<file path="config.mk">
export PLATFORM = sky130hd
export DESIGN_NAME = sync_fifo_prog_flat
export DESIGN_NICKNAME = d
export VERILOG_FILES = /design/src/rtl/fifo_pkg.sv /design/src/rtl/sync_fifo_prog_if.sv /design/src/rtl/fifo_wrap_ptr.sv /design/src/rtl/sync_fifo_prog.sv /design/src/flat_wrapper.sv
export SDC_FILE = /design/constraint.sdc
export NUM_CORES = 1
export LEC_CHECK = 0
export ABC_AREA = 0
export CAP_MARGIN = 20
export CORE_MARGIN = 1
export CORE_UTILIZATION = 28
export CTS_CLUSTER_SIZE = 30
export DETAILED_ROUTE_END_ITERATION = 8
export GPL_TIMING_DRIVEN = 1
export PLACE_DENSITY = 0.5
export SLEW_MARGIN = 20
export SYNTH_ARGS = -nofsm -noshare
export SYNTH_HDL_FRONTEND = slang
export SYNTH_SLANG_ARGS = --single-unit
</file>
<file path="constraint.sdc">
create_clock -name clk -period 2.13 [get_ports clk]
set_input_delay 0.3195 -clock clk [delete_from_list [all_inputs] [get_ports clk]]
set_output_delay 0.3195 -clock clk [all_outputs]
set_load 0.05 [all_outputs]
</file>
<file path="src/rtl/fifo_pkg.sv">
// Shared helpers for the FIFO slice: width derivation for pointers and counters.
package fifo_pkg;

  function automatic int clog2(input int n);
    int r;
    r = 0;
    while ((1 << r) < n) r++;
    return r;
  endfunction

endpackage

</file>
<file path="src/rtl/sync_fifo_prog_if.sv">
// Producer/consumer bundle for sync_fifo_prog: requests, thresholds and status flags.
interface sync_fifo_prog_if
  import fifo_pkg::*;
#(
  parameter int DWIDTH = 8,
  parameter int FDEPTH = 5
);
  localparam int CWIDTH = clog2(FDEPTH + 1);

  logic [DWIDTH-1:0] data_i;
  logic              write_i;
  logic              read_i;
  logic              flush_i;
  logic [CWIDTH-1:0] af_level_i;
  logic [CWIDTH-1:0] ae_level_i;
  logic [DWIDTH-1:0] data_o;
  logic [CWIDTH-1:0] count_o;
  logic              full_o;
  logic              empty_o;
  logic              almost_full_o;
  logic              almost_empty_o;
  logic              overflow_o;
  logic              underflow_o;

  modport master (
    output data_i, write_i, read_i, flush_i, af_level_i, ae_level_i,
    input  data_o, count_o, full_o, empty_o, almost_full_o, almost_empty_o,
           overflow_o, underflow_o
  );

  modport slave (
    input  data_i, write_i, read_i, flush_i, af_level_i, ae_level_i,
    output data_o, count_o, full_o, empty_o, almost_full_o, almost_empty_o,
           overflow_o, underflow_o
  );
endinterface

</file>
<file path="src/rtl/fifo_wrap_ptr.sv">
// Modulo-FDEPTH pointer: wraps FDEPTH-1 -> 0, so depth need not be a power of two.
module fifo_wrap_ptr
  import fifo_pkg::*;
#(
  parameter int FDEPTH = 5
) (
  input  logic                      clk,
  input  logic                      rst_n,
  input  logic                      clr,
  input  logic                      inc,
  output logic [clog2(FDEPTH)-1:0]  ptr
);
  localparam int AWIDTH = clog2(FDEPTH);
  localparam logic [AWIDTH-1:0] LAST = AWIDTH'(FDEPTH - 1);

  always_ff @(posedge clk or negedge rst_n) begin
    if (!rst_n)          ptr <= '0;
    else if (clr)        ptr <= '0;
    else if (inc) begin
      if (ptr == LAST)   ptr <= '0;
      else               ptr <= ptr + AWIDTH'(1);
    end
  end
endmodule

</file>
<file path="src/rtl/sync_fifo_prog.sv">
// Synchronous show-ahead FIFO with programmable almost flags and sticky error flags.
module sync_fifo_prog
  import fifo_pkg::*;
#(
  parameter int DWIDTH = 8,
  parameter int FDEPTH = 5
) (
  input logic            clk,
  input logic            rst_n,
  sync_fifo_prog_if.slave bus
);
  localparam int AWIDTH = clog2(FDEPTH);
  localparam int CWIDTH = clog2(FDEPTH + 1);
  localparam logic [CWIDTH-1:0] FULL_CNT = CWIDTH'(FDEPTH);

  logic [DWIDTH-1:0] mem [FDEPTH];
  logic [AWIDTH-1:0] wr_ptr;
  logic [AWIDTH-1:0] rd_ptr;
  logic [CWIDTH-1:0] count;
  logic              overflow;
  logic              underflow;
  logic              wr_en;
  logic              rd_en;
  logic              wr_go;
  logic              rd_go;

  // A write into a full FIFO is legal when the same edge pops the head.
  always_comb begin
    rd_en = bus.read_i && (count != '0);
    wr_en = bus.write_i && ((count != FULL_CNT) || bus.read_i);
    wr_go = wr_en && !bus.flush_i;
    rd_go = rd_en && !bus.flush_i;
  end

  fifo_wrap_ptr #(.FDEPTH(FDEPTH)) u_wr_ptr (
    .clk(clk), .rst_n(rst_n), .clr(bus.flush_i), .inc(wr_go), .ptr(wr_ptr)
  );

  fifo_wrap_ptr #(.FDEPTH(FDEPTH)) u_rd_ptr (
    .clk(clk), .rst_n(rst_n), .clr(bus.flush_i), .inc(rd_go), .ptr(rd_ptr)
  );

  always_ff @(posedge clk or negedge rst_n) begin
    if (!rst_n) begin
      count     <= '0;
      overflow  <= 1'b0;
      underflow <= 1'b0;
    end else if (bus.flush_i) begin
      count     <= '0;
      overflow  <= 1'b0;
      underflow <= 1'b0;
    end else begin
      case ({wr_en, rd_en})
        2'b10:   count <= count + CWIDTH'(1);
        2'b01:   count <= count - CWIDTH'(1);
        default: count <= count;
      endcase
      if (bus.write_i && !wr_en)      overflow  <= 1'b1;
      if (bus.read_i && (count == '0)) underflow <= 1'b1;
    end
  end

  // Storage is data-only: never reset, never cleared by flush.
  always_ff @(posedge clk) begin
    if (wr_go) mem[wr_ptr] <= bus.data_i;
  end

  assign bus.data_o         = mem[rd_ptr];
  assign bus.count_o        = count;
  assign bus.empty_o        = (count == '0);
  assign bus.full_o         = (count == FULL_CNT);
  assign bus.almost_full_o  = (count >= bus.af_level_i);
  assign bus.almost_empty_o = (count <= bus.ae_level_i);
  assign bus.overflow_o     = overflow;
  assign bus.underflow_o    = underflow;
endmodule

</file>
<file path="src/flat_wrapper.sv">
// flat-port wrapper written by rule: the top's interface ports become plain ports
module sync_fifo_prog_flat import fifo_pkg::*;
#(
  parameter int DWIDTH = 8,
  parameter int FDEPTH = 5
)
  (clk, rst_n, bus_data_i, bus_write_i, bus_read_i, bus_flush_i, bus_af_level_i, bus_ae_level_i, bus_data_o, bus_count_o, bus_full_o, bus_empty_o, bus_almost_full_o, bus_almost_empty_o, bus_overflow_o, bus_underflow_o);
  sync_fifo_prog_if #(.DWIDTH(DWIDTH), .FDEPTH(FDEPTH)) bus_i ();
  input logic clk;
  input logic rst_n;
  input wire logic [$bits(bus_i.data_i)-1:0] bus_data_i;
  input wire logic [$bits(bus_i.write_i)-1:0] bus_write_i;
  input wire logic [$bits(bus_i.read_i)-1:0] bus_read_i;
  input wire logic [$bits(bus_i.flush_i)-1:0] bus_flush_i;
  input wire logic [$bits(bus_i.af_level_i)-1:0] bus_af_level_i;
  input wire logic [$bits(bus_i.ae_level_i)-1:0] bus_ae_level_i;
  output wire logic [$bits(bus_i.data_o)-1:0] bus_data_o;
  output wire logic [$bits(bus_i.count_o)-1:0] bus_count_o;
  output wire logic [$bits(bus_i.full_o)-1:0] bus_full_o;
  output wire logic [$bits(bus_i.empty_o)-1:0] bus_empty_o;
  output wire logic [$bits(bus_i.almost_full_o)-1:0] bus_almost_full_o;
  output wire logic [$bits(bus_i.almost_empty_o)-1:0] bus_almost_empty_o;
  output wire logic [$bits(bus_i.overflow_o)-1:0] bus_overflow_o;
  output wire logic [$bits(bus_i.underflow_o)-1:0] bus_underflow_o;
  assign bus_i.data_i = bus_data_i;
  assign bus_i.write_i = bus_write_i;
  assign bus_i.read_i = bus_read_i;
  assign bus_i.flush_i = bus_flush_i;
  assign bus_i.af_level_i = bus_af_level_i;
  assign bus_i.ae_level_i = bus_ae_level_i;
  assign bus_data_o = bus_i.data_o;
  assign bus_count_o = bus_i.count_o;
  assign bus_full_o = bus_i.full_o;
  assign bus_empty_o = bus_i.empty_o;
  assign bus_almost_full_o = bus_i.almost_full_o;
  assign bus_almost_empty_o = bus_i.almost_empty_o;
  assign bus_overflow_o = bus_i.overflow_o;
  assign bus_underflow_o = bus_i.underflow_o;
  sync_fifo_prog #(.DWIDTH(DWIDTH), .FDEPTH(FDEPTH)) u_core (.clk(clk), .rst_n(rst_n), .bus(bus_i));
endmodule
</file>
==> results of run 1 <==
[metal layers]
| metal | up-vias | routed length [um] |
|---|---|---|
| met5 | - | 0 |
| met4 | 0 | 55 |
| met3 | 8 | 181 |
| met2 | 35 | 2050 |
| met1 | 664 | 2010 |
| li1 | 672 | - |
[cell usage in the layout, fill, tap and decap left out, types with 6 or more instances in the layout]
| cell | Yosys | final |
|---|---|---|
| nor2_1 | 13 | 13 |
| edfxtp_1 | 40 | 40 |
| ha_1 | 10 | 10 |
| mux2_2 | 8 | 8 |
| dfrtp_1 | 11 | 6 |
| buf_4 | 1 | 17 |
| clkdlybuf4s50_1 | 0 | 23 |
| inv_1 | 10 | 10 |
| mux4_2 | 8 | 8 |
| buf_6 | 0 | 8 |
[kinds of logic after synthesis]
group                    synth area share [%]
flip-flops                               63.0
AND/OR/NAND/NOR                          8.65
multiplexers                             14.2
AO/OA/AOI/OAI                            5.23
buffers and inverters                    2.72
adder cells (fa/ha/maj)                  6.19
[cell type report]
class / instances / share of cell area [%]
Multi-Input combinational cell: 84 / 26.4
Clock buffer: 5 / 2.23
Clock inverter: 2 / 0.447
Inverter: 11 / 1.34
Timing Repair Buffer: 52 / 17.1
Sequential cell: 51 / 48.2
Tap cell: 105 / 4.27
[state kept, by name (all words and copies together), names as in the netlist]
register                count
u_core.bus.overflow_o       1
u_core.bus.count_o          3
u_core.u_wr_ptr.ptr         3
u_core.u_rd_ptr.ptr         3
u_core.bus.underflow_o      1
u_core.mem                 40
[worst register-to-register path, delay by kind of cell, from the launching register on]
| kind | cells | cell delay (ns) |
|---|---|---|
| mux | 1 | 0.32 |
| fa+ha+maj | 1 | 0.38 |
| buf+inv | 1 | 0.17 |
| flops | 1 | 0.41 |
| simple gates | 2 | 0.27 |
| compound gates | 2 | 0.31 |
[worst min-delay path by stage]
| stage | end | depth (start not counted) |
|---|---|---|
| floorplan | u_core.bus.count_o[0] | 0 |
| global placement | u_core.bus.overflow_o | 2 |
| detailed placement | u_core.bus.overflow_o | 2 |
| CTS | u_core.bus.underflow_o | 1 |
| global route | u_core.bus.underflow_o | 1 |
| finish | u_core.bus.underflow_o | 1 |
[report_power, final]
group | internal, W | total, W | switching [W]
Clock | 0.000225 | 0.000518 | 0.000293
Combinational | 0.000581 | 0.00131 | 0.000729
Sequential | 0.00114 | 0.00119 | 0.0000577
Total | 0.00194 | 0.00302 | 0.00108
[timing repair]
action	in CTS	in global routing
resized for setup	3	9
gates cloned	0	1
setup endpoints to repair	9	9
buffers inserted	1	3
[metrics by stage]
stage	setup WS, ns	total power [W]	instances	utilization, %
2_1_floorplan	-0.0190	0.00203	151	-
3_3_place_gp	0.0381	0.00242	298	35.5
3_5_place_dp	0.0146	0.00241	298	35.5
4_1_cts	0.00288	0.00296	306	36.7
5_1_grt	-0.0369	0.00318	310	37.7
6_report	0.0226	0.00302	310	37.7
==> impl_metrics.tcl, run 1 <==
set metrics [dict create \
    critPathKind "reg2out" \
    nets 235 \
    synthCells 151 \
    final.setup_skew_ns 0.00719 \
    crit_arrival_ns 1.79 \
    yosysTopAreaCell "edfxtp_1" \
    worstSkewPairLatency_ns 0.30 \
    p_per_area_mw_per_mm2 981 \
    netlist_area_sq_mm 0.00234 \
    endpoint "bus_data_o[6]" \
    area.sequential_sq_mm 0.00148 \
    cts_sinks 51 \
    async_flop_share_pct 21.6 \
    cp.depth 4 \
    drive_gt1_share_pct 32.2 \
    synth.avg_cell_area_sq_um 15.5 \
    synth.most_common_cell "edfxtp_1" \
    drt-total-wl_um 4300 \
    drc_errors 0 \
    grt_start_max_net_pins 16 \
    cts-buffers-inserted 5 \
    dpl.hpwl_um 2980 \
    vias 1379 \
    critPathMaxFanout 4 \
    crit_family "multiplexers" \
    cts_tree "yes" \
    hold_path.class "in2async" \
    rsz0062_at_grt "yes" \
    rows 33 \
    synthTopCellsByArea "edfxtp_1 51%, dfrtp_1 12%, mux4_2 7.7%" \
    reg2reg_slack_ns 0.16 \
    finalSetupViolations 0 \
    period_share_pct 98.9 \
    crit_path_top_delay_cell "mux4_2" \
    period_needed_ns 2.11 \
    port_buffers 35 \
    cp.buffers_inverters 2 \
    ctsHoldBuffers 0 \
    r2r_cells 7 \
    synth_top_area_share_pct 51.3 \
    leakagePower_nw 1.16 \
    gr-total-overflow 0 \
    grt_pass1_vias 1434 \
    ios 36 \
    ant_nets 0 \
    fillers 785 \
    slowest_delay_ns 0.49 \
    hold_slack_ns 0.359 \
    crit_chain "clkbuf_16, mux4_2, mux2_2, buf_6" \
    drt_iter0_drc 23 \
    crit_start "u_core.u_rd_ptr.ptr[0]" \
    clockBufferDepth 2 \
    htreeDepth 2 \
    grtUsageMet2_pct 17.3 \
    grt_pass1_wl_um 6840 \
    post_drt_wl_per_cell_um 13.9 \
    initial_core_util_pct 28.7 \
    yosysSeqAreaShare_pct 63.0 \
    grtUsageTotal_pct 10.4 \
    diodes 0 \
    dieArea_sq_mm 0.00874 \
    slew_violations 0 \
    synth_enable_flop_cells 40 \
    hold_viol 0 \
    fmaxAchievable_ghz 0.475 \
    worst_setup_path_start_kind "register" \
    worstSetupEndpointType "output pin" \
    grtUsageMet1_pct 13.1 \
    worst_slew_pin_slew_ns 0.511 \
    yosys-top-cells-count "40 x edfxtp_1, 13 x nor2_1, 11 x dfrtp_1, 10 x ha_1, 10 x inv_1" \
    area_growth_pct 31.4 \
    place.gp.congestion 0.697 \
    cap_violations 0 \
    vias_per_cell 4.45 \
    place_area_sq_mm 0.00290 \
    finalInstanceArea_sq_mm 0.00308 \
    r2r_start "u_core.bus.count_o[0]" \
    first_pass_iters 4 \
    ys.flop_type "edfxtp_1" \
    yosys_warnings 0 \
    root_buffer "clkbuf_8" \
    coreArea_sq_mm 0.00818 \
    cp.required_ns 1.81 \
    cts.clk_slew.worst_paths_ns 0.08 \
    ys_ff_latch 51 \
    synthDistinctLibCells 37 \
    die_x_um 93.5 \
    synth_nets 181 \
    r2r_end "u_core.bus.count_o[2]" \
    grt.met3_usage_pct 2.60 \
    antenna_found_initial 0 \
    fp.dieH_um 93.5 \
    grt-busiest-layer "met2" \
    ir_drop_mv 0.700 \
    finalSetupTns_ns 0 \
    multi_input_area_sq_um 813 \
    status "completed" \
    maxSlewHeadroom_pct 65.8 \
]
No activity file was read; power rests on OpenSTA's default activity.
==> run 2: changes to the inputs <==
==> constraint.sdc (replaced) <==
create_clock -name clk -period 2.13 [get_ports clk]
set_input_delay 0.426 -clock clk [delete_from_list [all_inputs] [get_ports clk]]
set_output_delay 0.426 -clock clk [all_outputs]
set_load 0.05 [all_outputs]
==> run 2 against run 1 <==
Compared with the run above:
- sequential power is essentially flat
- utilization grew 1.6 points
- sequential cell count is the same
- power grew 5.0%
- hold slack gained 0.12 ns
- largest power group unchanged
- die area is the same
- highest routed layer unchanged
- first-iteration DRC count grew 150%
- global-route usage grew 1.5 points
- wire length grew 9.4%
- the flow now finishes with violations (negative setup slack)
- critical endpoint is now bus_data_o[7]
- register-to-register slack lost 0.07 ns
==> impl_metrics.tcl, run 2 (synthesized netlist as in run 1, its figures left out) <==
set metrics [dict create \
    worst_setup_path_start_kind "register" \
    drive_gt1_share_pct 36.0 \
    initial_core_util_pct 28.7 \
    fp.dieH_um 93.5 \
    period_needed_ns 2.21 \
    status "finished with violations" \
    worst_slew_pin_slew_ns 0.581 \
    ios 36 \
    antenna_found_initial 0 \
    power_frac_seq_pct 37.6 \
    top_register "u_core.mem" \
    hold_path.class "in2async" \
    final_cell_mix "40 x edfxtp_1, 23 x buf_4, 20 x clkdlybuf4s50_1" \
    grt_start_max_net_pins 17 \
    vias 1415 \
    crit_path_top_delay_cell "mux4_2" \
    place.gp.congestion 0.680 \
    post_drt_wl_per_cell_um 14.7 \
    grt_pass1_wl_um 7630 \
    cts-buffers-inserted 5 \
    drc_errors 0 \
    dpl.hpwl_um 3210 \
    slowest_delay_ns 0.49 \
    worstSkewPairLatency_ns 0.31 \
    p_per_area_mw_per_mm2 990 \
    maxSlewHeadroom_pct 61.2 \
    grt_pass1_vias 1537 \
    intPower_w 0.00203 \
    rsz0062_at_grt "yes" \
    htreeDepth 2 \
    cts_sinks 51 \
    violations "negative setup slack" \
    coreArea_sq_mm 0.00818 \
    drt_iter0_drc 57 \
    dp_cells 303 \
    final.setup_skew_ns 0.00342 \
    fin_ws_ns -0.0809 \
    ant_nets 0 \
    final_common_cell "edfxtp_1" \
    ctsHoldBuffers 0 \
    rows 33 \
    vias_per_cell 4.44 \
    crit_chain "buf_12, mux4_2, mux2_2, buf_6" \
    worstSetupEndpointType "output pin" \
    cap_violations 0 \
    drt-total-wl_um 4700 \
    cts_tree "yes" \
    grtUsageTotal_pct 11.9 \
    hold_viol 0 \
    fin_cells 319 \
    netSwitchingFraction_pct 35.9 \
    fmaxAchievable_ghz 0.452 \
    crit_family "multiplexers" \
    diodes 0 \
    leakagePower_nw 1.24 \
    first_pass_iters 4 \
    finalSetupViolations 8 \
    dieArea_sq_mm 0.00874 \
    port_buffers 35 \
    die_x_um 93.5 \
    p_total_w 0.00317 \
    largest_reg_flops 40 \
    clkPwrFrac_pct 17.6 \
    p_sw_w 0.00114 \
    critPathMaxFanout 8 \
    ir_drop_mv 0.556 \
    clockBufferDepth 2 \
    slew_violations 0 \
    pwr-share-comb_pct 44.8 \
    critPathKind "reg2out" \
    cp.buffers_inverters 2 \
    cp.required_ns 1.70 \
    cts.clk_slew.worst_paths_ns 0.09 \
    area_growth_pct 36.8 \
    root_buffer "clkbuf_8" \
    gr-total-overflow 0 \
    crit_arrival_ns 1.78 \
    nets 243 \
    period_share_pct 104 \
]
-- run 2: cell type report --
type | instances | area (sq um)
clock buffer | 5 | 68.8
clock inverter | 3 | 20.0
fill | 778 | 4970
inverter | 11 | 41.3
multi-input combinational | 84 | 862
sequential | 51 | 1480
tap | 105 | 131
timing repair buffer | 60 | 603
-- run 2: power by group through the flow --
stage                     sequential [W]  combinational (W)  clock (W)
after floorplan                  0.00131           0.000715          0
after global placement           0.00125            0.00122          0
after detailed placement         0.00125            0.00123          0
after CTS                        0.00120            0.00142   0.000577
after global routing             0.00121            0.00152   0.000614
final                            0.00119            0.00142   0.000559
-- run 2: through the flow --
step / hold WS (ns) / area [sq um] / utilization [%] / TNS (ns) / setup slack, ns
after global routing: 0.521 / 3210 / 39.2 / -1.03 / -0.137
after global placement: 0.498 / 2960 / 36.3 / -1.80 / -0.0882
after detailed placement: 0.496 / 2960 / 36.3 / -2.38 / -0.115
after floorplan: 0.130 / 2360 / - / -0.323 / -0.0373
after CTS: 0.499 / 3170 / 38.8 / -0.755 / -0.111
final: 0.481 / 3210 / 39.2 / -0.570 / -0.0809
-- run 2: worst reg2reg max path: cells and delay by family, from the launching register on --
kind / cells / cell delay, ns
buf+inv: 1 / 0.17
mux: 1 / 0.32
compound gates: 2 / 0.33
flops: 1 / 0.47
fa+ha+maj: 1 / 0.38
simple gates: 2 / 0.27
-- run 2: timing repair --
item,in CTS,in global routing
buffers inserted,7,1
gates resized for setup,14,6
setup endpoints to repair,10,11
pin swaps,5,4
gates cloned,0,0
-- run 2: routing by layer --
| metal | GRT usage, % | wire length (um) | vias up |
|---|---|---|---|
| met4 | 3.85 | 65 | 0 |
| li1 | - | - | 687 |
| met1 | 14.8 | 2120 | 684 |
| met5 | 0 | 0 | - |
| met3 | 2.68 | 205 | 8 |
| met2 | 20.5 | 2310 | 36 |
-- run 2: final timing paths --
path	startpoint	to	slack [ns]	cells after the start
min in group clk	u_core.bus.underflow_o	u_core.bus.underflow_o	0.51	2
hold reg to reg	u_core.bus.underflow_o	u_core.bus.underflow_o	0.51	2
hold / removal	rst_n	u_core.bus.underflow_o	0.48	1
max in group asynchronous	rst_n	u_core.bus.count_o[1]	1.24	1
setup reg to reg	u_core.bus.count_o[1]	u_core.bus.count_o[2]	0.09	7
setup / recovery	u_core.u_rd_ptr.ptr[0]	bus_data_o[7]	-0.08	4
==> run 3: changes to the inputs <==
- CTS_CLUSTER_SIZE: 30 -> 20
==> results of run 3 <==
Final layout, timing and power as in run 2 (identical DEF).
